**config.mk**
```make
export PLATFORM = sky130hd
export DESIGN_NAME = mac_engine_core
export DESIGN_NICKNAME = d
export VERILOG_FILES = /design/src/rtl/mac_engine_core.sv
export SDC_FILE = /design/constraint.sdc
export NUM_CORES = 2
export LEC_CHECK = 0
export BUFFER_PORTS_ARGS = -buffer_cell sky130_fd_sc_hd__buf_2
export CAP_MARGIN = 10
export CELL_PAD_IN_SITES_DETAIL_PLACEMENT = 0
export CELL_PAD_IN_SITES_GLOBAL_PLACEMENT = 1
export CORE_MARGIN = 4
export CORE_UTILIZATION = 30
export DETAILED_ROUTE_END_ITERATION = 7
export PLACE_DENSITY = 0.55
export SLEW_MARGIN = 30
export SYNTH_ARGS = -nofsm -noshare
export SYNTH_HDL_FRONTEND = slang
export SYNTH_SLANG_ARGS = --single-unit
```
**constraint.sdc**
```tcl
create_clock -name clk_i -period 23.2 [get_ports clk_i]
set_clock_uncertainty 0.1 [all_clocks]
set_input_delay 4.64 -clock clk_i [delete_from_list [all_inputs] [get_ports clk_i]]
set_output_delay 4.64 -clock clk_i [all_outputs]
set_load 0.01 [all_outputs]
```
**src/rtl/mac_engine_core.sv**
```systemverilog
`timescale 1ns/1ps
`default_nettype none
// ============================================================================
// Module   : mac_engine_core
// Brief    : Signed multiply / multiply-accumulate stage with a job FSM,
//            a product register and a single-entry shifted output register.
// Revision : 1.0 - initial release
// ============================================================================
module mac_engine_core #(
    parameter int DW_IN  = 32,
    parameter int DW_OUT = 64,
    parameter int CNT_W  = 16
) (
    input  logic              clk_i,
    input  logic              rst_i,
    input  logic              clear_i,
    input  logic              enable_i,
    input  logic              start_i,
    input  logic              simple_mul_i,
    input  logic [CNT_W-1:0]  len_i,
    input  logic [5:0]        shift_i,
    input  logic              a_valid_i,
    input  logic [DW_IN-1:0]  a_data_i,
    output logic              a_ready_o,
    input  logic              b_valid_i,
    input  logic [DW_IN-1:0]  b_data_i,
    output logic              b_ready_o,
    output logic              c_valid_o,
    output logic [DW_OUT-1:0] c_data_o,
    input  logic              c_ready_i,
    output logic              busy_o,
    output logic              done_o,
    output logic [CNT_W-1:0]  cnt_o
);

    localparam logic [CNT_W-1:0] c_cnt_one = CNT_W'(1);

    typedef enum logic [1:0] {
        S_IDLE  = 2'd0,
        S_RUN   = 2'd1,
        S_FLUSH = 2'd2,
        S_DONE  = 2'd3
    } state_t;

    state_t              r_state;
    state_t              w_state_next;

    logic [CNT_W-1:0]    r_len;
    logic                r_simple;
    logic [5:0]          r_shift;
    logic [CNT_W-1:0]    r_cnt;
    logic [DW_OUT-1:0]   r_acc;
    logic                r_s1_valid;
    logic [DW_OUT-1:0]   r_s1_prod;
    logic                r_fin_pending;
    logic                r_c_valid;
    logic [DW_OUT-1:0]   r_c_data;

    logic [DW_OUT-1:0]        w_a_ext;
    logic [DW_OUT-1:0]        w_b_ext;
    logic [DW_OUT-1:0]        w_prod;
    logic signed [DW_OUT-1:0] w_prod_sh;
    logic signed [DW_OUT-1:0] w_acc_sh;
    logic                     w_start;
    logic                     w_out_free;
    logic                     w_s1_drain;
    logic                     w_s1_accept;
    logic                     w_ready;
    logic                     w_fire;
    logic                     w_last_fire;
    logic                     w_acc_last;
    logic                     w_out_load;
    logic                     w_flush_done;

    // Sign-extend to full width so the low DW_OUT bits of the product are the signed result
    assign w_a_ext   = {{(DW_OUT-DW_IN){a_data_i[DW_IN-1]}}, a_data_i};
    assign w_b_ext   = {{(DW_OUT-DW_IN){b_data_i[DW_IN-1]}}, b_data_i};
    assign w_prod    = w_a_ext * w_b_ext;
    assign w_prod_sh = $signed(r_s1_prod) >>> r_shift;
    assign w_acc_sh  = $signed(r_acc) >>> r_shift;

    assign w_start     = start_i && (len_i != '0);
    assign w_out_free  = !r_c_valid || c_ready_i;
    // In accumulate mode the product stage never waits on the output register
    assign w_s1_drain  = r_s1_valid && (!r_simple || w_out_free);
    assign w_s1_accept = !r_s1_valid || w_s1_drain;
    assign w_ready     = (r_state == S_RUN) && enable_i && (r_cnt < r_len) && w_s1_accept;
    assign w_fire      = w_ready && a_valid_i && b_valid_i;
    assign w_last_fire = w_fire && ((r_cnt + c_cnt_one) == r_len);
    // Only the final product is still in stage1 once the job has entered FLUSH
    assign w_acc_last  = w_s1_drain && !r_simple && (r_state == S_FLUSH);
    assign w_out_load  = r_simple ? w_s1_drain : (r_fin_pending && w_out_free);
    assign w_flush_done = !r_s1_valid && !r_fin_pending && w_out_free;

    always_comb begin
        w_state_next = r_state;
        case (r_state)
            S_IDLE:  if (w_start)      w_state_next = S_RUN;
            S_RUN:   if (w_last_fire)  w_state_next = S_FLUSH;
            S_FLUSH: if (w_flush_done) w_state_next = S_DONE;
            S_DONE:                    w_state_next = S_IDLE;
            default:                   w_state_next = S_IDLE;
        endcase
    end

    always_ff @(posedge clk_i) begin
        if (rst_i || clear_i) begin
            r_state       <= S_IDLE;
            r_len         <= '0;
            r_simple      <= 1'b0;
            r_shift       <= '0;
            r_cnt         <= '0;
            r_acc         <= '0;
            r_s1_valid    <= 1'b0;
            r_s1_prod     <= '0;
            r_fin_pending <= 1'b0;
            r_c_valid     <= 1'b0;
            r_c_data      <= '0;
        end else if (enable_i) begin
            r_state <= w_state_next;

            if ((r_state == S_IDLE) && w_start) begin
                r_len    <= len_i;
                r_simple <= simple_mul_i;
                r_shift  <= shift_i;
                r_cnt    <= '0;
                r_acc    <= '0;
            end

            if (w_fire) begin
                r_cnt      <= r_cnt + c_cnt_one;
                r_s1_valid <= 1'b1;
                r_s1_prod  <= w_prod;
            end else if (w_s1_drain) begin
                r_s1_valid <= 1'b0;
            end

            if (w_s1_drain && !r_simple) begin
                r_acc <= r_acc + r_s1_prod;
            end

            if (w_acc_last) begin
                r_fin_pending <= 1'b1;
            end else if (w_out_load) begin
                r_fin_pending <= 1'b0;
            end

            // Accept and refill in the same cycle keeps the output stream bubble-free
            if (w_out_load) begin
                r_c_valid <= 1'b1;
                r_c_data  <= r_simple ? w_prod_sh : w_acc_sh;
            end else if (c_ready_i) begin
                r_c_valid <= 1'b0;
            end
        end
    end

    assign a_ready_o = w_ready;
    assign b_ready_o = w_ready;
    assign c_valid_o = r_c_valid;
    assign c_data_o  = r_c_data;
    assign busy_o    = (r_state != S_IDLE);
    assign done_o    = (r_state == S_DONE);
    assign cnt_o     = r_cnt;

endmodule
`default_nettype wire

```
==> flow_summary.json <==
{
  "overflow": 0,
  "start_util": 0.302,
  "maxSlewHeadroom": 0.360,
  "synth_nets": 7518,
  "setup_viol": 0,
  "ys.flop_type": "dfxtp_1",
  "synth_edf_count": 0,
  "grt_use_total": 0.180,
  "max_cap_viol_count": 0,
  "nFillCells": 18700,
  "postCtsSetupBuffers": 0,
  "postCtsHoldBufs": 0,
  "syn_inst": 6072,
  "path_clk_slew_ns": 0.06,
  "fin_nets": 7413,
  "grt_pass1_vias": 43500,
  "crit_arrival_ns": 13.05,
  "slew_violations": 0,
  "die_w_microns": 430,
  "multi_input_area_sq_mm": 0.0434,
  "timing_worst_slew_pin_value_ns": 0.960,
  "hold_violations": 0,
  "setup_slack_ns": 10.49,
  "rsz0062_at_grt": "no",
  "io_buffers": 179,
  "synth_warnings": 0,
  "regArea_sq_mm": 0.00473,
  "path_common_cell": "fa_1",
  "area_delta_synth_final_pct": 7.25,
  "path_delay_family": "adder cells",
  "antenna_found_initial": 8,
  "crit_slowest_cell": "fa_1",
  "wl_microns": 166000,
  "fp.coreArea_sq_mm": 0.176,
  "viasPerCell": 4.81,
  "antenna_left": 0,
  "fin_setup_tns_ns": 0,
  "drcViolationCount": 0,
  "die_area_sq_mm": 0.185,
  "ctsRootBufferMaster": "clkbuf_16",
  "yosysSeqAreaShare": 0.0885,
  "clockBufferDepth": 3,
  "vias": 40100,
  "async_flop_share": 0,
  "critPathKind": "in2reg",
  "grt_max_degree": 79,
  "htree_levels": 1,
  "end_kind": "flip-flop",
  "period_share": 0.548,
  "cts_tree": "done",
  "drive_above_1_share": 0.0743,
  "synth_area_per_cell_sq_um": 8.79,
  "io_pins": 180,
  "postCtsResizedCells": 0,
  "fp.dieH_microns": 430,
  "synth_seq_cells": 236,
  "hold_class": "reg2reg",
  "first_iter_violations": 2088,
  "cts.sinks": 236,
  "cp-start-kind": "primary input",
  "hpwl_microns": 133000,
  "grt_pass1_wl_microns": 263000,
  "drt_pass1_iterations": 6,
  "critPathBufInv": 6,
  "fin_crit_ns": 12.71,
  "place.gp.congestion": 0.840,
  "placed_area_sq_mm": 0.0562,
  "fmax_mhz": 78.7,
  "required_ns": 23.54,
  "cts_buffers": 28,
  "routedWlPerCell_microns": 19.9,
  "dp_slack_ns": 9.83,
  "fin_area_sq_mm": 0.0572,
  "rows": 154,
  "ys_types": 91,
  "run_status": "completed",
  "clk_latency_ns": 0.57,
  "path_max_fanout": 32,
  "slowest_delay_ns": 1.03,
  "syn_area_sq_mm": 0.0534
}
## routing by layer
metal | part of all wire | up-vias | global-route usage
li1 | - | 18600 | -
met1 | 0.51 | 20600 | 0.270
met2 | 0.44 | 739 | 0.288
met3 | 0.037 | 105 | 0.0161
met4 | 0.013 | 2 | 0.0237
met5 | 0.000078 | - | 0
## kinds of logic after synthesis
family | count (synthesis) | synth area share
AND/OR/NAND/NOR | 1968 | 0.173
adder cells (fa/ha/maj) | 1351 | 0.469
multiplexers | 202 | 0.0544
AO/OA/AOI/OAI | 765 | 0.0914
XOR/XNOR | 150 | 0.0246
buffers and inverters | 1400 | 0.0991
flip-flops | 236 | 0.0885
## area by class of cell
class,count,area share
antenna,3,0.000131
clock buffer,36,0.0135
clock inverter,15,0.00387
inverter,1034,0.0678
multi-input combinational,4436,0.758
sequential,236,0.0827
tap,2340,0.0512
timing repair buffer,231,0.0228
## worst paths after layout
path / endpoint / slack, ns / depth (start not counted) / start
worst min register to register: c_data_o[16] / 0.35 / 2 / c_data_o[16]
worst max register to register: r_s1_prod[47] / 18.99 / 14 / r_len[1]
worst min-delay path: c_data_o[16] / 0.35 / 2 / c_data_o[16]
worst max-delay path: r_s1_prod[60] / 10.49 / 26 / a_data_i[31]
## cell usage after synthesis (all sizes together) (60+ instances only)
master | number | area, sq um
xnor2 | 84 | 736
and2 | 516 | 3230
o21ai | 191 | 971
fa | 1083 | 21700
ha | 268 | 3350
clkbuf | 311 | 1170
mux4 | 66 | 1490
nand3 | 63 | 320
nor2 | 284 | 1070
dfxtp | 236 | 4720
a21oi | 258 | 1300
nand2 | 921 | 3460
mux2i | 91 | 911
a21o | 60 | 450
xor2 | 66 | 578
inv | 1033 | 3880
## cells in the final DEF (no fill, tap or decap), types with 8 or more instances in the layout
cell type  count
and3_1        19
and4_1         8
and2_1       515
a22oi_1       23
nand2b_1      27
dfxtp_1      230
clkbuf_16     29
mux2_2        45
o22ai_1       26
o21bai_1      22
or3_1         10
o211ai_1      27
nor2b_1       21
fa_1        1083
a21oi_1      256
buf_4         51
mux2i_1       91
mux4_2        66
ha_1         268
a21o_1        60
xnor2_1       84
nor2_1       283
inv_1       1032
a211oi_1      31
xor2_1        66
nand2_1      919
nor4_1        13
a31oi_1       16
nor3_1        40
o21a_1        20
o21ai_1       21
nand4_1       28
o21ai_0      168
nand3_1       60
buf_2        179
## flip-flops by register name, indices dropped and copies added (netlist names)
signal         cells
r_state            2
r_len             16
r_s1_prod         64
r_acc             64
r_fin_pending      1
cnt_o             16
r_shift            6
c_data_o          64
r_s1_valid         1
r_simple           1
c_valid_o          1
## worst min-delay path, cell delays in order, from the launching register on
cell	delay [ns]
dfxtp_1	0.30
nand2_1	0.05
a21oi_1	0.05
## through the flow
stage / cells / utilization / hold WS [ns]
global placement: 8276 / 0.318 / 0.354
CTS: 8327 / 0.324 / 0.352
detailed placement: 8276 / 0.318 / 0.343
global route: 8328 / 0.324 / 0.366
finish: 8331 / 0.324 / 0.351
floorplan: 6072 / - / 0.340
Power is not shown: default switching activity piles up to over one toggle a cycle in this logic, so the estimate is an artifact.
